<file path="config.mk">
export PLATFORM = sky130hd
export DESIGN_NAME = l1_l2_req_arbiter_flat
export DESIGN_NICKNAME = d
export VERILOG_FILES = /design/src/rtl/l1l2_arb_pkg.sv /design/src/rtl/l1_l2_req_arbiter_if.sv /design/src/rtl/l1l2_resp_fifo.sv /design/src/rtl/l1_l2_req_arbiter.sv /design/src/flat_wrapper.sv
export SDC_FILE = /design/constraint.sdc
export NUM_CORES = 1
export LEC_CHECK = 0
export CAP_MARGIN = 20
export CORE_AREA = 5 5 217 219
export CTS_BUF_LIST = sky130_fd_sc_hd__clkbuf_8
export DETAILED_ROUTE_END_ITERATION = 7
export DIE_AREA = 0 0 222 224
export HOLD_SLACK_MARGIN = 0.08
export PLACE_DENSITY_LB_ADDON = 0.15
export SYNTH_ARGS = -nofsm -noshare
export SYNTH_HDL_FRONTEND = slang
export SYNTH_SLANG_ARGS = --single-unit
export TNS_END_PERCENT = 10
</file>
<file path="constraint.sdc">
create_clock -name clk_i -period 2.67 [get_ports clk_i]
set_input_delay 0.534 -clock clk_i [delete_from_list [all_inputs] [get_ports clk_i]]
set_output_delay 0.534 -clock clk_i [all_outputs]
set_load 0.05 [all_outputs]
</file>
<file path="src/rtl/l1l2_arb_pkg.sv">
// Shared constants, response-entry, request-payload and FSM types for the L1->L2 request arbiter.
package l1l2_arb_pkg;
  localparam int unsigned N_PORTS         = 3;
  localparam int unsigned L1_OFFSET_WIDTH = 2;
  localparam int unsigned LINE_W          = 32 * (1 << L1_OFFSET_WIDTH);
  localparam int unsigned OUTSTANDING     = 4;
  localparam int unsigned PID_W           = $clog2(N_PORTS);
  localparam int unsigned PTR_W           = $clog2(OUTSTANDING);
  localparam int unsigned CNT_W           = $clog2(OUTSTANDING + 1);

  typedef struct packed {
    logic             discard;
    logic [PID_W-1:0] port;
  } resp_entry_t;

  typedef struct packed {
    logic        wr;
    logic        suc;
    logic [31:0] addr;
    logic [31:0] wdata;
    logic [3:0]  wstrb;
    logic [1:0]  size;
  } req_payload_t;

  typedef enum logic {
    IDLE  = 1'b0,
    ISSUE = 1'b1
  } arb_state_e;
endpackage

</file>
<file path="src/rtl/l1_l2_req_arbiter_if.sv">
// L1 client and L2 bus bundle; slave = arbiter view, master = clients/L2 view.
interface l1_l2_req_arbiter_if
  import l1l2_arb_pkg::*;
();
  logic [N_PORTS-1:0]    l1_req;
  logic [N_PORTS-1:0]    l1_wr;
  logic [N_PORTS-1:0]    l1_SUC;
  logic [N_PORTS*32-1:0] l1_addr;
  logic [N_PORTS*32-1:0] l1_wdata;
  logic [N_PORTS*4-1:0]  l1_wstrb;
  logic [N_PORTS*2-1:0]  l1_size;
  logic [N_PORTS-1:0]    l1_flush;
  logic [N_PORTS-1:0]    l1_addrOK;
  logic [N_PORTS-1:0]    l1_dataOK;
  logic [LINE_W-1:0]     l1_rdata;
  logic                  l2_req;
  logic                  l2_wr;
  logic                  l2_SUC;
  logic [31:0]           l2_addr;
  logic [31:0]           l2_wdata;
  logic [3:0]            l2_wstrb;
  logic [1:0]            l2_size;
  logic                  l2_addrOK;
  logic                  l2_dataOK;
  logic [LINE_W-1:0]     l2_rdata;

  modport slave (
    input  l1_req, l1_wr, l1_SUC, l1_addr, l1_wdata, l1_wstrb, l1_size, l1_flush,
    input  l2_addrOK, l2_dataOK, l2_rdata,
    output l1_addrOK, l1_dataOK, l1_rdata,
    output l2_req, l2_wr, l2_SUC, l2_addr, l2_wdata, l2_wstrb, l2_size
  );

  modport master (
    output l1_req, l1_wr, l1_SUC, l1_addr, l1_wdata, l1_wstrb, l1_size, l1_flush,
    output l2_addrOK, l2_dataOK, l2_rdata,
    input  l1_addrOK, l1_dataOK, l1_rdata,
    input  l2_req, l2_wr, l2_SUC, l2_addr, l2_wdata, l2_wstrb, l2_size
  );
endinterface

</file>
<file path="src/rtl/l1l2_resp_fifo.sv">
// In-order FIFO of {discard, port} response entries with a per-port bulk discard-set.
module l1l2_resp_fifo
  import l1l2_arb_pkg::*;
(
  input  logic               clk_i,
  input  logic               rst_i,
  input  logic               push_i,
  input  resp_entry_t        push_entry_i,
  input  logic               pop_i,
  input  logic [N_PORTS-1:0] flush_i,
  output resp_entry_t        head_o,
  output logic [CNT_W-1:0]   count_o,
  output logic               full_o,
  output logic               empty_o
);
  resp_entry_t      mem_q [OUTSTANDING];
  resp_entry_t      mem_d [OUTSTANDING];
  logic [PTR_W-1:0] wr_ptr_q, rd_ptr_q;
  logic [CNT_W-1:0] count_q;

  // Stale slots may be marked too; they are overwritten on their next push.
  always_comb begin
    mem_d = mem_q;
    for (int i = 0; i < OUTSTANDING; i++) begin
      for (int p = 0; p < N_PORTS; p++) begin
        if (flush_i[p] && (mem_q[i].port == PID_W'(p))) mem_d[i].discard = 1'b1;
      end
    end
    if (push_i) mem_d[wr_ptr_q] = push_entry_i;
  end

  always_ff @(posedge clk_i) begin
    if (rst_i) begin
      for (int i = 0; i < OUTSTANDING; i++) mem_q[i] <= '0;
      wr_ptr_q <= '0;
      rd_ptr_q <= '0;
      count_q  <= '0;
    end else begin
      mem_q <= mem_d;
      if (push_i) wr_ptr_q <= wr_ptr_q + PTR_W'(1);
      if (pop_i)  rd_ptr_q <= rd_ptr_q + PTR_W'(1);
      count_q <= count_q + CNT_W'(push_i) - CNT_W'(pop_i);
    end
  end

  assign head_o  = mem_q[rd_ptr_q];
  assign count_o = count_q;
  assign full_o  = (count_q == CNT_W'(OUTSTANDING));
  assign empty_o = (count_q == '0);
endmodule

</file>
<file path="src/rtl/l1_l2_req_arbiter.sv">
// Round-robin N-port L1->L2 request arbiter with in-order response routing and per-port flush.
// Optional performance counters under `L1L2_ARB_PERF_EN.
module l1_l2_req_arbiter
  import l1l2_arb_pkg::*;
(
  input  logic                  clk_i,
  input  logic                  rst_i,
  l1_l2_req_arbiter_if.slave    bus,
  output logic                  arb_err_o
`ifdef L1L2_ARB_PERF_EN
  ,
  output logic [N_PORTS*32-1:0] perf_grant_cnt_o,
  output logic [31:0]           perf_full_cnt_o
`endif
);
  arb_state_e       state_q, state_d;
  logic [PID_W-1:0] rr_ptr_q, rr_ptr_d, gnt_q, gnt_d, sel;
  logic             sel_vld;
  req_payload_t     pl [N_PORTS];
  req_payload_t     issue_q, issue_d;
  logic             issue_disc_q, issue_disc_d;
  logic             arb_err_q;
  logic             push, pop, head_kill;
  resp_entry_t      push_entry, head;
  logic [CNT_W-1:0] fifo_count;
  logic             fifo_full, fifo_empty;

  always_comb begin
    for (int p = 0; p < N_PORTS; p++) begin
      pl[p].wr    = bus.l1_wr[p];
      pl[p].suc   = bus.l1_SUC[p];
      pl[p].addr  = bus.l1_addr[p*32 +: 32];
      pl[p].wdata = bus.l1_wdata[p*32 +: 32];
      pl[p].wstrb = bus.l1_wstrb[p*4 +: 4];
      pl[p].size  = bus.l1_size[p*2 +: 2];
    end
  end

  // First requesting port at or after rr_ptr.
  always_comb begin
    logic [PID_W-1:0] idx;
    idx     = '0;
    sel     = '0;
    sel_vld = 1'b0;
    for (int i = 0; i < N_PORTS; i++) begin
      idx = PID_W'((32'(rr_ptr_q) + 32'(i)) % N_PORTS);
      if (!sel_vld && bus.l1_req[idx]) begin
        sel_vld = 1'b1;
        sel     = idx;
      end
    end
  end

  always_ff @(posedge clk_i) begin
    if (rst_i) state_q <= IDLE;
    else       state_q <= state_d;
  end

  always_comb begin
    state_d = state_q;
    case (state_q)
      IDLE:    if (sel_vld && !fifo_full) state_d = ISSUE;
      ISSUE:   if (bus.l2_addrOK) state_d = IDLE;
      default: state_d = IDLE;
    endcase
  end

  always_comb begin
    rr_ptr_d      = rr_ptr_q;
    gnt_d         = gnt_q;
    issue_d       = issue_q;
    issue_disc_d  = issue_disc_q;
    push          = 1'b0;
    push_entry    = '0;
    bus.l1_addrOK = '0;
    case (state_q)
      IDLE: begin
        if (sel_vld && !fifo_full) begin
          gnt_d        = sel;
          issue_d      = pl[sel];
          issue_disc_d = bus.l1_flush[sel];
        end
      end
      ISSUE: begin
        if (bus.l1_flush[gnt_q]) issue_disc_d = 1'b1;
        if (bus.l2_addrOK && !rst_i) begin
          bus.l1_addrOK[gnt_q] = 1'b1;
          push                 = 1'b1;
          push_entry.discard   = issue_disc_q | bus.l1_flush[gnt_q];
          push_entry.port      = gnt_q;
          rr_ptr_d = (gnt_q == PID_W'(N_PORTS - 1)) ? '0 : gnt_q + PID_W'(1);
        end
      end
      default: ;
    endcase
  end

  always_ff @(posedge clk_i) begin
    if (rst_i) begin
      rr_ptr_q     <= '0;
      gnt_q        <= '0;
      issue_q      <= '0;
      issue_disc_q <= 1'b0;
      arb_err_q    <= 1'b0;
    end else begin
      rr_ptr_q     <= rr_ptr_d;
      gnt_q        <= gnt_d;
      issue_q      <= issue_d;
      issue_disc_q <= issue_disc_d;
      if (bus.l2_dataOK && (fifo_count == '0)) arb_err_q <= 1'b1;
    end
  end

  // A flush arriving with the pop of its own entry still suppresses the response.
  always_comb begin
    pop           = bus.l2_dataOK && !fifo_empty && !rst_i;
    head_kill     = head.discard | bus.l1_flush[head.port];
    bus.l1_dataOK = '0;
    if (pop && !head_kill) bus.l1_dataOK[head.port] = 1'b1;
  end

  l1l2_resp_fifo u_resp_fifo (
    .clk_i        (clk_i),
    .rst_i        (rst_i),
    .push_i       (push),
    .push_entry_i (push_entry),
    .pop_i        (pop),
    .flush_i      (bus.l1_flush),
    .head_o       (head),
    .count_o      (fifo_count),
    .full_o       (fifo_full),
    .empty_o      (fifo_empty)
  );

  assign bus.l1_rdata = rst_i ? '0 : bus.l2_rdata;
  assign bus.l2_req   = (state_q == ISSUE);
  assign bus.l2_wr    = issue_q.wr;
  assign bus.l2_SUC   = issue_q.suc;
  assign bus.l2_addr  = issue_q.addr;
  assign bus.l2_wdata = issue_q.wdata;
  assign bus.l2_wstrb = issue_q.wstrb;
  assign bus.l2_size  = issue_q.size;
  assign arb_err_o    = arb_err_q;

`ifdef L1L2_ARB_PERF_EN
  logic [31:0] grant_cnt_q [N_PORTS];
  logic [31:0] full_cnt_q;

  always_ff @(posedge clk_i) begin
    if (rst_i) begin
      for (int p = 0; p < N_PORTS; p++) grant_cnt_q[p] <= '0;
      full_cnt_q <= '0;
    end else begin
      if (push) grant_cnt_q[gnt_q] <= grant_cnt_q[gnt_q] + 32'd1;
      if ((state_q == IDLE) && sel_vld && fifo_full) full_cnt_q <= full_cnt_q + 32'd1;
    end
  end

  always_comb begin
    for (int p = 0; p < N_PORTS; p++) perf_grant_cnt_o[p*32 +: 32] = grant_cnt_q[p];
  end
  assign perf_full_cnt_o = full_cnt_q;
`endif
endmodule
</file>
<file path="src/flat_wrapper.sv">
// flat-port wrapper written by rule: the top's interface ports become plain ports
module l1_l2_req_arbiter_flat import l1l2_arb_pkg::*;
  (clk_i, rst_i, arb_err_o, bus_l1_req, bus_l1_wr, bus_l1_SUC, bus_l1_addr, bus_l1_wdata, bus_l1_wstrb, bus_l1_size, bus_l1_flush, bus_l2_addrOK, bus_l2_dataOK, bus_l2_rdata, bus_l1_addrOK, bus_l1_dataOK, bus_l1_rdata, bus_l2_req, bus_l2_wr, bus_l2_SUC, bus_l2_addr, bus_l2_wdata, bus_l2_wstrb, bus_l2_size);
  l1_l2_req_arbiter_if bus_i ();
  input  logic clk_i;
  input  logic rst_i;
  output logic arb_err_o;
  input wire logic [$bits(bus_i.l1_req)-1:0] bus_l1_req;
  input wire logic [$bits(bus_i.l1_wr)-1:0] bus_l1_wr;
  input wire logic [$bits(bus_i.l1_SUC)-1:0] bus_l1_SUC;
  input wire logic [$bits(bus_i.l1_addr)-1:0] bus_l1_addr;
  input wire logic [$bits(bus_i.l1_wdata)-1:0] bus_l1_wdata;
  input wire logic [$bits(bus_i.l1_wstrb)-1:0] bus_l1_wstrb;
  input wire logic [$bits(bus_i.l1_size)-1:0] bus_l1_size;
  input wire logic [$bits(bus_i.l1_flush)-1:0] bus_l1_flush;
  input wire logic [$bits(bus_i.l2_addrOK)-1:0] bus_l2_addrOK;
  input wire logic [$bits(bus_i.l2_dataOK)-1:0] bus_l2_dataOK;
  input wire logic [$bits(bus_i.l2_rdata)-1:0] bus_l2_rdata;
  output wire logic [$bits(bus_i.l1_addrOK)-1:0] bus_l1_addrOK;
  output wire logic [$bits(bus_i.l1_dataOK)-1:0] bus_l1_dataOK;
  output wire logic [$bits(bus_i.l1_rdata)-1:0] bus_l1_rdata;
  output wire logic [$bits(bus_i.l2_req)-1:0] bus_l2_req;
  output wire logic [$bits(bus_i.l2_wr)-1:0] bus_l2_wr;
  output wire logic [$bits(bus_i.l2_SUC)-1:0] bus_l2_SUC;
  output wire logic [$bits(bus_i.l2_addr)-1:0] bus_l2_addr;
  output wire logic [$bits(bus_i.l2_wdata)-1:0] bus_l2_wdata;
  output wire logic [$bits(bus_i.l2_wstrb)-1:0] bus_l2_wstrb;
  output wire logic [$bits(bus_i.l2_size)-1:0] bus_l2_size;
  assign bus_i.l1_req = bus_l1_req;
  assign bus_i.l1_wr = bus_l1_wr;
  assign bus_i.l1_SUC = bus_l1_SUC;
  assign bus_i.l1_addr = bus_l1_addr;
  assign bus_i.l1_wdata = bus_l1_wdata;
  assign bus_i.l1_wstrb = bus_l1_wstrb;
  assign bus_i.l1_size = bus_l1_size;
  assign bus_i.l1_flush = bus_l1_flush;
  assign bus_i.l2_addrOK = bus_l2_addrOK;
  assign bus_i.l2_dataOK = bus_l2_dataOK;
  assign bus_i.l2_rdata = bus_l2_rdata;
  assign bus_l1_addrOK = bus_i.l1_addrOK;
  assign bus_l1_dataOK = bus_i.l1_dataOK;
  assign bus_l1_rdata = bus_i.l1_rdata;
  assign bus_l2_req = bus_i.l2_req;
  assign bus_l2_wr = bus_i.l2_wr;
  assign bus_l2_SUC = bus_i.l2_SUC;
  assign bus_l2_addr = bus_i.l2_addr;
  assign bus_l2_wdata = bus_i.l2_wdata;
  assign bus_l2_wstrb = bus_i.l2_wstrb;
  assign bus_l2_size = bus_i.l2_size;
  l1_l2_req_arbiter u_core (.clk_i(clk_i), .rst_i(rst_i), .bus(bus_i), .arb_err_o(arb_err_o));
endmodule
</file>
==> results.py <==
metrics = {
    "logic_synthesis": {
        "yosysTopAreaCellShare_pct": 25.02,
        "synth_ff_type": "dfxtp_1",
        "synth_edf_count": 0,
        "syn_area_per_cell_um2": 7.709,
        "synthCells": 1017,
        "ys_types": 46,
        "netlist_area_um2": 7840,
        "synthMostInstantiatedCell": "a211oi_1",
        "yosys-top-cells-area": "dfxtp_1 25%, a211oi_1 14%, nor2b_1 10%",
        "ys_ff_latch": 98,
        "synth_commonest_cells": "146 x a211oi_1, 129 x nor2b_1, 105 x clkbuf_1, 98 x dfxtp_1, 91 x nand2_1",
        "synthArstFlopShare_pct": 0,
        "syn-num-nets": 1382,
        "yosysSeqAreaShare_pct": 25.02,
        "yosysWarnings": 0,
        "yosys.area.top_type": "dfxtp_1",
    },
    "floorplanning": {
        "die_x_um": 222,
        "die_area_um2": 49730,
        "chipHeight_um": 224,
        "row_count": 78,
        "core_um2": 44890,
        "ios": 562,
        "start_util_pct": 17.46,
    },
    "cts": {
        "cts_max_level": 3,
        "cts_buffers": 9,
        "clockBufferDepth": 2,
        "postCtsSetupRepairBufs": 0,
        "cts_root_buffer": "clkbuf_8",
        "clk_pin_slew_ns": 0.12,
        "cts_tree": "done",
        "clock-sinks": 98,
        "clock_latency_ns": 0.43,
    },
    "power": {
        "worst_ir_drop_vdd_mv": 0.3701,
        "power_density_nw_per_um2": 697.2,
        "p_leak_nw": 5.006,
        "p_total_mw": 9.984,
    },
    "final_layout": {
        "fin_util_pct": 31.90,
        "fin_nets": 1868,
        "area_growth_pct": 82.65,
        "design_area_um2": 14320,
        "drive_above_1_share_pct": 14.27,
        "n_fill_cell": 4749,
    },
    "route": {
        "via_count": 9988,
        "route.detailed.drc": 0,
        "first_pass_iters": 5,
        "viasPerCell": 4.727,
        "drtAntennaViolNets": 0,
        "wl_per_cell_um": 21.77,
        "wirelength_mm": 46.00,
        "drtIter0Drc": 419,
    },
    "place": {
        "port_buffers": 561,
        "post-dp-hpwl_mm": 34.61,
        "pre_cts_ws_ns": -0.1700,
        "gp_routability_congestion": 0.8923,
        "place_area_um2": 14080,
    },
    "sta": {
        "finalHoldViolations": 0,
        "setup_tns_ns": 0,
        "clock_skew_ns": 0.01609,
        "rsz0062_at_grt": "false",
        "max_freq_ghz": 0.3965,
        "slew_headroom_pct": 36.79,
        "fin_ws_ns": 0.1479,
        "worstMarginPinSlew_ns": 0.9482,
        "layout_worst_path_cycle_share_pct": 94.46,
        "period_needed_ns": 2.522,
        "slew_viol_final": 0,
        "finalSetupViolations": 0,
    },
    "worst_setup_path": {
        "start_kind": "flop",
        "path_class": "reg2out",
        "crit_arrival_ns": 1.99,
        "end_kind": "primary output",
        "cp_max_fo": 4,
        "crit_required_ns": 2.14,
    },
    "global_routing": {
        "grt_pass1_wl_mm": 67.11,
        "antenna_found_initial": 12,
        "overflow": 0,
        "use_met1_pct": 19.72,
        "busiest_layer": "met2",
        "use_met3_pct": 5.360,
        "grt_pass1_vias": 10300,
        "grt_usage_pct": 17.35,
        "grt_use_met2_pct": 31.19,
        "grt_max_degree": 103,
    },
    "run": {
        "max_cap_viol_count": 0,
    },
    "min_path": {
        "min_path_type": "in2reg",
    },
    "status": {
        "status": "finished clean",
    },
}
[cell type report]
class	instances	area (um2)	share of cell area, %
timing repair buffer	604	5983	41.78
multi-input combinational	777	5379	37.56
sequential	98	1967	13.74
tap	600	750.7	5.242
clock buffer	10	137.6	0.9611
inverter	13	48.80	0.3408
clock inverter	5	38.79	0.2709
antenna	6	15.01	0.1048
[metrics by stage]
stage          std cells  hold WS [ns]
5_1_grt             2112        0.4248
3_5_place_dp        2092        0.4590
3_3_place_gp        2092        0.4541
6_report            2113        0.4454
2_1_floorplan       1017        0.4562
4_1_cts             2107        0.4007
[worst max-delay path, cell delays in order (launching register included)]
cell and delay, ns:
dfxtp_4 0.39, mux4_2 0.55, nor4_4 0.23, nand2_1 0.12, nor2_4 0.12, buf_12 0.14
[worst paths after layout]
kind | start | cells past startpoint | to | slack, ns
hold reg to reg | u_core.arb_err_o$_SDFFE_PP0P_ | 2 | u_core.arb_err_o$_SDFFE_PP0P_ | 0.48
setup / recovery | u_core.u_resp_fifo.rd_ptr_q[1]$_SDFFE_PP0P_ | 5 | bus_l1_dataOK[0] | 0.15
setup reg to reg | u_core.rr_ptr_q[1]$_SDFFE_PP0P_ | 8 | u_core.bus.l2_addr[5]$_SDFFE_PP0P_ | 0.19
hold / removal | rst_i | 2 | u_core.arb_err_o$_SDFFE_PP0P_ | 0.45
[report_power, final]
group          switching, mW  internal [mW]
registers              0.363           1.96
logic                   4.21           2.44
clock network          0.641          0.362
total                   5.22           4.76
[placed cells by master, fill, tap and decap left out, types with 15 or more instances in the layout]
| master | Yosys | layout |
|---|---|---|
| a211oi_1 | 146 | 146 |
| a32oi_1 | 72 | 72 |
| buf_12 | 0 | 30 |
| buf_4 | 1 | 146 |
| clkdlybuf4s50_1 | 0 | 426 |
| dfxtp_1 | 98 | 96 |
| nand2_1 | 91 | 91 |
| nor2_1 | 17 | 15 |
| nor2b_1 | 129 | 129 |
| nor3b_1 | 77 | 76 |
| o21a_1 | 79 | 78 |
| o21ai_1 | 69 | 71 |
[logic make-up after synthesis]
kind of cell / synth area share, %
AND/OR/NAND/NOR: 24.86
flip-flops: 25.02
XOR/XNOR: 0.5587
adder cells (fa/ha/maj): 1.851
AO/OA/AOI/OAI: 37.55
multiplexers: 2.266
buffers and inverters: 7.884
[per-layer routing]
layer  up-vias  routed length, um
met5         -                 79
met4        12                858
met3        53               3358
met2       389              23690
met1      4774              18010
li1       4760                  -
[repair_timing]
| action | 4_1_cts | 5_1_grt |
|---|---|---|
| cloned | 0 | 0 |
| setup endpoints to repair | 2 | 66 |
| hold buffers | 0 | 0 |
| resized for setup | 4 | 10 |
[sequential cells by signal (all words and copies together) (netlist names), 3 cells and up, named ones only]
signal	flops
u_core.bus.l2_wstrb	4
u_core.u_resp_fifo.count_o	3
u_core.u_resp_fifo.mem_q	4
u_core.bus.l2_wdata	32
u_core.bus.l2_addr	32
(Power assumes the default switching activity.)
